**src/rtl/tmds_pkg.sv**
```systemverilog
// rtl/tmds_pkg.sv - TMDS control tokens shared with the transmit encoder, plus decoder FSM states
package tmds_pkg;

  localparam logic [9:0] TOKEN_00 = 10'b1101010100;
  localparam logic [9:0] TOKEN_01 = 10'b0010101011;
  localparam logic [9:0] TOKEN_10 = 10'b0101010100;
  localparam logic [9:0] TOKEN_11 = 10'b1010101011;

  typedef enum logic [1:0] {
    ST_SEARCH    = 2'd0,
    ST_SLIP_WAIT = 2'd1,
    ST_LOCKED    = 2'd2
  } dec_state_t;

endpackage

```
**src/rtl/tmds_word_decode.sv**
```systemverilog
// rtl/tmds_word_decode.sv - combinational TMDS 10b word classifier and 8b data decoder
module tmds_word_decode
  import tmds_pkg::*;
(
  input  logic [9:0] word,
  output logic       is_token,
  output logic [1:0] ctl,
  output logic [7:0] q
);

  logic [7:0] d;

  always_comb begin
    is_token = 1'b1;
    ctl      = 2'b00;
    case (word)
      TOKEN_00: ctl = 2'b00;
      TOKEN_01: ctl = 2'b01;
      TOKEN_10: ctl = 2'b10;
      TOKEN_11: ctl = 2'b11;
      default:  is_token = 1'b0;
    endcase
  end

  // bit 9 marks an inverted payload, bit 8 selects XOR versus XNOR chaining
  assign d = word[9] ? ~word[7:0] : word[7:0];

  always_comb begin
    q[0] = d[0];
    for (int i = 1; i < 8; i++) begin
      q[i] = word[8] ? (d[i] ^ d[i-1]) : ~(d[i] ^ d[i-1]);
    end
  end

endmodule

```
**src/rtl/tmds_channel_decoder.sv**
```systemverilog
// rtl/tmds_channel_decoder.sv - per-channel TMDS word aligner and decoder; TMDS_DEC_STATS_EN adds slip/relock counters
module tmds_channel_decoder
  import tmds_pkg::*;
#(
  parameter int TOKEN_RUN      = 8,
  parameter int SEARCH_TIMEOUT = 1024,
  parameter int SLIP_WAIT      = 16,
  parameter int LOSS_TIMEOUT   = 4096
) (
  input  logic        clk_pixel,
  input  logic        reset,
  input  logic [9:0]  din,
  output logic        bitslip,
  output logic        locked,
  output logic [7:0]  dout,
  output logic        de,
  output logic        c0,
  output logic        c1
`ifdef TMDS_DEC_STATS_EN
  ,
  output logic [15:0] slip_count,
  output logic [7:0]  relock_count
`endif
);

  localparam int RUN_W  = $clog2(TOKEN_RUN + 1);
  localparam int WAIT_W = $clog2(SEARCH_TIMEOUT + 1);
  localparam int HOLD_W = $clog2(SLIP_WAIT + 1);
  localparam int LOSS_W = $clog2(LOSS_TIMEOUT + 1);

  localparam logic [RUN_W-1:0]  RUN_LAST  = RUN_W'(TOKEN_RUN - 1);
  localparam logic [WAIT_W-1:0] WAIT_LAST = WAIT_W'(SEARCH_TIMEOUT - 1);
  localparam logic [WAIT_W-1:0] WAIT_MAX  = WAIT_W'(SEARCH_TIMEOUT);
  localparam logic [HOLD_W-1:0] HOLD_END  = HOLD_W'(SLIP_WAIT);
  localparam logic [LOSS_W-1:0] LOSS_LAST = LOSS_W'(LOSS_TIMEOUT - 1);

  logic [9:0]        din_q;
  logic              is_token;
  logic [1:0]        ctl;
  logic [7:0]        q;

  dec_state_t        state, state_n;
  logic [RUN_W-1:0]  run_cnt, run_n;
  logic [WAIT_W-1:0] wait_cnt, wait_n;
  logic [HOLD_W-1:0] hold_cnt, hold_n;
  logic [LOSS_W-1:0] loss_cnt, loss_n;
  logic              slip_n;
  logic              timed_out;
  logic [7:0]        dout_n;
  logic              de_n;
  logic [1:0]        ctl_n;

  tmds_word_decode u_decode (
    .word     (din_q),
    .is_token (is_token),
    .ctl      (ctl),
    .q        (q)
  );

  assign timed_out = (wait_cnt >= WAIT_LAST);

  always_comb begin
    state_n = state;
    run_n   = run_cnt;
    wait_n  = wait_cnt;
    hold_n  = hold_cnt;
    loss_n  = loss_cnt;
    slip_n  = 1'b0;
    case (state)
      ST_SEARCH: begin
        run_n  = is_token ? run_cnt + 1'b1 : '0;
        // a token on the timeout word defers the slip, so the wait count parks at its limit
        wait_n = timed_out ? WAIT_MAX : wait_cnt + 1'b1;
        if (is_token && run_cnt == RUN_LAST) begin
          state_n = ST_LOCKED;
          run_n   = '0;
          wait_n  = '0;
          loss_n  = '0;
        end else if (!is_token && timed_out) begin
          state_n = ST_SLIP_WAIT;
          slip_n  = 1'b1;
          run_n   = '0;
          wait_n  = '0;
          hold_n  = '0;
        end
      end
      ST_SLIP_WAIT: begin
        if (hold_cnt == HOLD_END) begin
          state_n = ST_SEARCH;
          hold_n  = '0;
          run_n   = '0;
          wait_n  = '0;
        end else begin
          hold_n = hold_cnt + 1'b1;
        end
      end
      ST_LOCKED: begin
        loss_n = is_token ? '0 : loss_cnt + 1'b1;
        if (!is_token && loss_cnt == LOSS_LAST) begin
          state_n = ST_SEARCH;
          loss_n  = '0;
          run_n   = '0;
          wait_n  = '0;
        end
      end
      default: state_n = ST_SEARCH;
    endcase
  end

  // outputs follow the lock status being registered alongside them
  always_comb begin
    dout_n = '0;
    de_n   = 1'b0;
    ctl_n  = 2'b00;
    if (state_n == ST_LOCKED) begin
      if (is_token) begin
        ctl_n = ctl;
      end else begin
        de_n   = 1'b1;
        dout_n = q;
        ctl_n  = {c1, c0};
      end
    end
  end

  always_ff @(posedge clk_pixel or posedge reset) begin
    if (reset) begin
      din_q    <= '0;
      state    <= ST_SEARCH;
      run_cnt  <= '0;
      wait_cnt <= '0;
      hold_cnt <= '0;
      loss_cnt <= '0;
      bitslip  <= 1'b0;
      locked   <= 1'b0;
      dout     <= '0;
      de       <= 1'b0;
      c0       <= 1'b0;
      c1       <= 1'b0;
    end else begin
      din_q    <= din;
      state    <= state_n;
      run_cnt  <= run_n;
      wait_cnt <= wait_n;
      hold_cnt <= hold_n;
      loss_cnt <= loss_n;
      bitslip  <= slip_n;
      locked   <= (state_n == ST_LOCKED);
      dout     <= dout_n;
      de       <= de_n;
      c0       <= ctl_n[0];
      c1       <= ctl_n[1];
    end
  end

`ifdef TMDS_DEC_STATS_EN
  always_ff @(posedge clk_pixel or posedge reset) begin
    if (reset) begin
      slip_count   <= '0;
      relock_count <= '0;
    end else begin
      if (slip_n && slip_count != '1) begin
        slip_count <= slip_count + 1'b1;
      end
      if (state == ST_LOCKED && state_n == ST_SEARCH && relock_count != '1) begin
        relock_count <= relock_count + 1'b1;
      end
    end
  end
`endif

endmodule

```
**config.mk**
```make
export PLATFORM = sky130hd
export DESIGN_NAME = tmds_channel_decoder
export DESIGN_NICKNAME = d
export VERILOG_FILES = /design/src/rtl/tmds_pkg.sv /design/src/rtl/tmds_word_decode.sv /design/src/rtl/tmds_channel_decoder.sv
export SDC_FILE = /design/constraint.sdc
export NUM_CORES = 1
export LEC_CHECK = 0
export ABC_AREA = 1
export CAP_MARGIN = 20
export CORE_MARGIN = 3
export CORE_UTILIZATION = 44
export DETAILED_ROUTE_END_ITERATION = 12
export GPL_ROUTABILITY_DRIVEN = 0
export PLACE_DENSITY_LB_ADDON = 0.15
export SLEW_MARGIN = 30
export SYNTH_ARGS = -nofsm -noshare
export SYNTH_HDL_FRONTEND = slang
export SYNTH_HIERARCHICAL = 1
export SYNTH_SLANG_ARGS = --single-unit
export TNS_END_PERCENT = 30
```
**constraint.sdc**
```tcl
create_clock -name clk_pixel -period 2.5 [get_ports clk_pixel]
set_input_delay 0.75 -clock clk_pixel [delete_from_list [all_inputs] [get_ports clk_pixel]]
set_output_delay 0.75 -clock clk_pixel [all_outputs]
set_load 0.05 [all_outputs]
```
# ---- Yosys cells after proc, flatten, opt, wreduce, memory -nomap -nowiden
# Cells that the tools add are included.
dict set report totals {
  register_bits 58
  input_bits 12
  wordCells 104
}
dict set report op_classes {
  addsub 4
  n_lt_le_gt_ge 1
  eq_ne 16
  muxes 44
  bitwise_logic 15
  reduce_logical 12
}
# op n
set ops {}
lappend ops {{two-way mux 11 bit} 5}
lappend ops {{two-way mux 13 bit} 3}
lappend ops {{one-hot mux 11 bit (3 select lines)} 1}
lappend ops {{one-hot mux 13 bit (2 select lines)} 1}
lappend ops {{two-way mux 8 bit} 3}
lappend ops {{== test 10 bit (second input constant)} 2}
lappend ops {{two-way mux 4 bit} 5}
lappend ops {{two-way mux 5 bit} 3}
lappend ops {{adder 13 x 1 -> 13 bit (second input constant)} 1}
lappend ops {{== test 13 x 12 -> 1 bit (second input constant)} 1}
lappend ops {{two-way mux 1 bit} 13}
lappend ops {{two-way mux 2 bit} 6}
lappend ops {{inequality test 2 bit (second input constant)} 6}
lappend ops {{one-hot mux 2 bit (3 select lines)} 2}
lappend ops {{one-hot mux 4 bit (3 select lines)} 1}
lappend ops {{adder 11 x 1 -> 11 bit (second input constant)} 1}
lappend ops {{>= comparator 11 x 10 -> 1 bit (second input constant)} 1}
lappend ops {{== test 10 x 8 -> 1 bit (second input constant)} 1}
lappend ops {{== test 10 x 9 -> 1 bit (second input constant)} 1}
lappend ops {{one-hot mux 5 bit (2 select lines)} 1}
lappend ops {{NOT 8 bit} 1}
lappend ops {{NOT 1 bit} 7}
lappend ops {{bitwise XOR 1 bit} 7}
lappend ops {{AND reduction 3 bit} 2}
lappend ops {{other kinds (13)} 17}

# ---- Logic depth before layout (Yosys ltp)
dict set report depth {
  word_depth 10
  depth_mapped 16
}

# ---- Hierarchy
# The synthesis kept the hierarchy.
# module n_inst cells_per_inst area_per_inst_um2
set modules_own_cells {}
lappend modules_own_cells {tmds_channel_decoder 1 331 2915.3}
lappend modules_own_cells {tmds_word_decode 1 57 335.3}

# ---- Least setup slack after synthesis
# Ideal clock, no wire load.
dict set report synth_timing {
  path_type {flip-flop to flip-flop}
  startpoint {register din_q[6]}
  endpoint {register loss_cnt[4]}
  setup_ns 0.126
  arrival_time_ns 1.835
  slack_ns 0.539
  path_stages_with_launch 13
  path_buffers 2
  period_less_slack_ns 1.961
  path_cell_list {dfrtp_1 inv_1 ha_1 nand2_1 nor2_1 nand2_1 nand2_1 buf_4 inv_1 clkbuf_1 nand4_1 a21oi_4 nor3b_1}
}
dict set report synth_between {
  elab_chain_cells 7
  word_cells_on_any_way 14
}
# item line
set synth_lines {}
lappend synth_lines {{from (decl)} tmds_channel_decoder.sv:37} ;# logic [9:0] din_q;
lappend synth_lines {{from (signal assigned)} tmds_channel_decoder.sv:141} ;# din_q <= din;
lappend synth_lines {{== test 10 bit, or another cell as far along} tmds_word_decode.sv:16} ;# case (word)
lappend synth_lines {{OR reduction 4 bit (no line) *} -}
lappend synth_lines {{two-way mux 1 bit *} tmds_word_decode.sv:16}
lappend synth_lines {{named net is_token} tmds_channel_decoder.sv:38} ;# logic is_token;
lappend synth_lines {{zero test 1 bit} tmds_channel_decoder.sv:99} ;# if (!is_token && loss_cnt == LOSS_LAST) begin
lappend synth_lines {{logical AND 1 bit} tmds_channel_decoder.sv:99}
lappend synth_lines {{two-way mux 13 bit} tmds_channel_decoder.sv:99}
lappend synth_lines {{one-hot mux 13 bit (2 select lines)} tmds_channel_decoder.sv:69} ;# case (state)
lappend synth_lines {{to (signal assigned)} tmds_channel_decoder.sv:146} ;# loss_cnt <= loss_n;
lappend synth_lines {{to (decl)} tmds_channel_decoder.sv:46} ;# logic [LOSS_W-1:0] loss_cnt, loss_n;
# The timed path passes the listed nets; every way through them passes the cells marked *.
# A chain may end at the register's enable or synchronous reset.

# ---- Worst setup path after layout
dict set report layout_timing {
  startpoint {register c0}
  endpoint {output port c0}
}
# item line
set layout_rtl {}
lappend layout_rtl {{from (decl)} tmds_channel_decoder.sv:17} ;# output logic c0,
lappend layout_rtl {{from (signal assigned)} tmds_channel_decoder.sv:151} ;# c0 <= ctl_n[0];
# No word-level cell between the ends.

==> metrics.sh <==
OUTCOME='finished, final reports clean'
FINAL_AREA_UM2=3820
P_LEAK_nW=1.80
PERIOD_SHARE_PCT=90.7
CATEGORY_OF_CELLS_ACCOUNTING_FOR_THE_LARGEST_SHARE_OF_CRITICAL_PATH_DELAY='buffers and inverters'
HOLD_DEPTH=2
FINAL-HOLD-VIOLATION-COUNT=0
SYNTH_CELL_TYPES=34
SYNTH_WARNINGS=6
SYNTH_TOP_AREA_SHARE_PCT=44.6
VDD_IR_DROP_MAX_V=0.000373
YOSYS_REGISTER_BITS=58
POST_SYNTH_MAIN_AREA_CONTRIBUTORS='sky130_fd_sc_hd__dfrtp_1 45%, sky130_fd_sc_hd__nand2_1 10%, sky130_fd_sc_hd__ha_1 6.9%'
ROOT_BUFFER='sky130_fd_sc_hd__clkbuf_8'
ANTENNA-DIODE-COUNT=0
CP_DATA_ARRIVAL_TIME_NS=1.52
FINALWORSTSETUPSLACK_NS=0.232
FINAL_SETUP_VIOLS=0
DIE_AREA_UM2=8450
TIMING.RR.START='din_q[4]'
TRITONCTS='built'
POSTCTSSETUPREPAIRBUFS=0
LAYOUT_COMMONEST_CELL='sky130_fd_sc_hd__nand2_1'
GRT_MAX_DEGREE=44
CELL_INTERNAL_PWR_mW=1.49
GROUTE.USAGE.OVERALL_PCT=16.8
NNETSFINAL=452
ROUTE.FINAL.WIRE_LENGTH_UM=6380
FINAL.MIN_CLOCK_PERIOD_NS=2.27
COMB_POWER_SHARE_PCT=4.7
CRITPATHREQUIREDTIME_NS=1.75
HOLD_PATH_STARTPOINT='wait_cnt[10]'
WORST-R2R-CELL-COUNT=13
WORSTPATHBUFFERINVERTERCOUNT=1
ASYNC_RESET_FF_SHARE_PCT=100
DPL_CELL_AREA_UM2=3610
CRITICAL-PATH-SLOWEST-CELL='sky130_fd_sc_hd__clkdlybuf4s50_1'
CP_LAUNCH_TYPE='flop'
TIMING.MAX_SLEW.REL_SLACK_PCT=65.9
FIRST_PASS_ITERS=4
DETAILED_PLACE_HPWL_UM=4580
CTS.REPORTEDPATHS.CLKPINSLEW_NS=0.06
CTS_MAX_LEVEL=3
SYNTHESIS.INSTANCES=388
POST_SYNTH_NET_TOTAL=418
R2R_SETUP_SLACK_NS=0.23
IO_BUFFERS=24
HOLDBUFCOUNTCTS=0
NETSWITCHINGFRACTION_PCT=22.0
REPORT.FINAL.SLEW_VIOL_COUNT=0
SYNTH_FLOP_CELL='sky130_fd_sc_hd__dfrtp_1'
YOSYS.AREA.TOP_TYPE='sky130_fd_sc_hd__dfrtp_1'
USE_MET2_PCT=27.1
DIE_Y_UM=92.0
DETAIL_ROUTE.ITER0.VIOLATIONS=82
FIN_WORST_HOLD_SLACK_NS=0.489
ROUTE.DETAILED.WL_PER_INST_UM=12.2
DRC=0
NUMBER_OF_TOP_LEVEL_PINS=25
STD_CELL_CORE_AREA_UM2=6980
POWER.SHARE.SEQUENTIAL_PCT=50.2
MET1_USAGE_PCT=21.4
HOLD_CLASS='reg2reg'
CRIT_PATH_CELL_TRACE='clkdlybuf4s50_1'
CLOCK-SKEW-FINAL_NS=0.00641
CRITICALPATHCATEGORY='reg2out'
DIE-WIDTH_UM=92.0
PWR-SHARE-CLK_PCT=45.2
USE_MET3_PCT=5.41
WORST_PATH_LARGEST_CELL_DELAY_NS=0.82
VIAS=2526
GRT_FIRST_PASS_WIRELENGTH_UM=11200
SWITCHING_POWER_uW=418
CTS_BUFFERS=9
SYN-CELL-AREA_UM2=3250
POWER_PER_CELL_AREA_nW_PER_UM2=498
START_UTIL_PCT=46.6
GRT_PASS1_VIAS=2454
SYNTH.YOSYS.SEQ_AREA_SHARE_PCT=44.6
PLACE_WS_NS=0.133
CLOCK_SINKS=58
NUMBER_OF_ENABLE_FLIP_FLOP_CELLS_AFTER_SYNTHESIS=0
MIN_DELAY_WORST_ENDPOINT='wait_cnt[10]'
CP_MAX_FO=2
R2R-END='de'
CLOCK_TREE.BUFFER_DEPTH=2
CTS_RESIZED=0
MAX_FREQ_GHz=0.441
POST_SYNTHESIS_MEAN_INSTANCE_AREA_UM2=8.38
DRV_CAP=0
OVERFLOW=0
ROWS=30
AREA.GROWTH.SYNTH_TO_FINAL_PCT=17.7
CLKLATENCYLATEPIN_NS=0.33
TOP_USAGE_LAYER='met2'
GRT_ANTENNA_BEFORE_REPAIR=0
TIMING.CRITICAL_PATH.TO_TYPE='primary output'
TIMING_WORST_SLEW_PIN_VALUE_NS=0.510
DRT.ANTENNA.VIOLATING_NETS=0
DRIVE_ABOVE_1_SHARE_PCT=15.1
ROUTED_VIA_COUNT_DIVIDED_BY_CELL_COUNT=4.85
MOST-COMMON-LAYOUT-CELLS='87 x sky130_fd_sc_hd__nand2_1, 58 x sky130_fd_sc_hd__dfrtp_1, 47 x sky130_fd_sc_hd__inv_1, 35 x sky130_fd_sc_hd__nor2_1, 27 x sky130_fd_sc_hd__nand3_1'
FIN_TOTAL_PWR_mW=1.91
-- through the flow --
stage / util, % / setup TNS (ns) / std cells
6_report: 54.8 / 0 / 521
5_1_grt: 54.8 / -0.0114 / 521
4_1_cts: 54.5 / 0 / 521
3_5_place_dp: 51.8 / 0 / 507
3_3_place_gp: 51.8 / 0 / 507
2_1_floorplan: - / 0 / 388
-- flip-flops by register name, summed over array words and instances, names as in the netlist --
signal	flops
hold_cnt	5
wait_cnt	11
din_q	10
locked	1
run_cnt	4
dout	8
c0	1
state	2
loss_cnt	13
bitslip	1
de	1
c1	1
-- worst max-delay path by stage --
stage / from / end / slack (ns) / cells after the start
floorplan: reset / bitslip / 0.32 / 1
global placement: din_q[1] / dout[7] / 0.27 / 13
detailed placement: din_q[4] / de / 0.13 / 13
CTS: din_q[6] / de / 0.10 / 13
global route: din_q[4] / loss_cnt[9] / -0.01 / 14
finish: c0 / c0 / 0.23 / 1
-- power by group through the flow --
stage | Sequential [mW] | Combinational (mW) | Clock (mW)
2_1_floorplan | 0.970 | 0.0589 | 0
4_1_cts | 0.955 | 0.0917 | 0.887
5_1_grt | 0.956 | 0.104 | 0.945
6_report | 0.956 | 0.0888 | 0.861
3_3_place_gp | 0.973 | 0.0898 | 0
3_5_place_dp | 0.973 | 0.0910 | 0
-- cell type report --
type	count	area [µm²]
Inverter	54	208
Clock buffer	11	151
Tap cell	96	120
Multi-Input combinational cell	268	1550
Sequential cell	58	1450
Timing Repair Buffer	31	305
Clock inverter	3	40.0
Fill cell	674	3160
-- metal layers --
metal	wire (µm)	share of wire, %
met3	255	4.0
met2	3120	49
met5	0	0
met1	2930	46
met4	79	1.2
-- cell usage after synthesis, types with 2 or more instances --
library cell and number:
sky130_fd_sc_hd__nand2_1 88, sky130_fd_sc_hd__dfrtp_1 58, sky130_fd_sc_hd__inv_1 48, sky130_fd_sc_hd__nor2_1 36, sky130_fd_sc_hd__nand3_1 27, sky130_fd_sc_hd__ha_1 18, sky130_fd_sc_hd__o21ai_0 17, sky130_fd_sc_hd__nor2_2 12
sky130_fd_sc_hd__xor2_1 12, sky130_fd_sc_hd__nand4_1 9, sky130_fd_sc_hd__nor3_1 9, sky130_fd_sc_hd__nand2_2 7, sky130_fd_sc_hd__a21oi_1 6, sky130_fd_sc_hd__o21ai_2 6, sky130_fd_sc_hd__inv_2 4, sky130_fd_sc_hd__nand3_2 4
sky130_fd_sc_hd__buf_6 3, sky130_fd_sc_hd__a22oi_1 2, sky130_fd_sc_hd__buf_2 2, sky130_fd_sc_hd__buf_4 2, sky130_fd_sc_hd__mux2i_1 2, sky130_fd_sc_hd__nand3_4 2, sky130_fd_sc_hd__nor2_4 2, sky130_fd_sc_hd__xnor2_1 2
-- logic make-up after synthesis --
| kind of cell | synth area share (%) |
|---|---|
| compound gates | 7.01 |
| xor+xnor | 3.77 |
| fa+ha+maj | 6.93 |
| buf+inv | 8.31 |
| flops | 44.6 |
| mux | 0.616 |
| simple gates | 28.7 |
(Power assumes the default switching activity.)
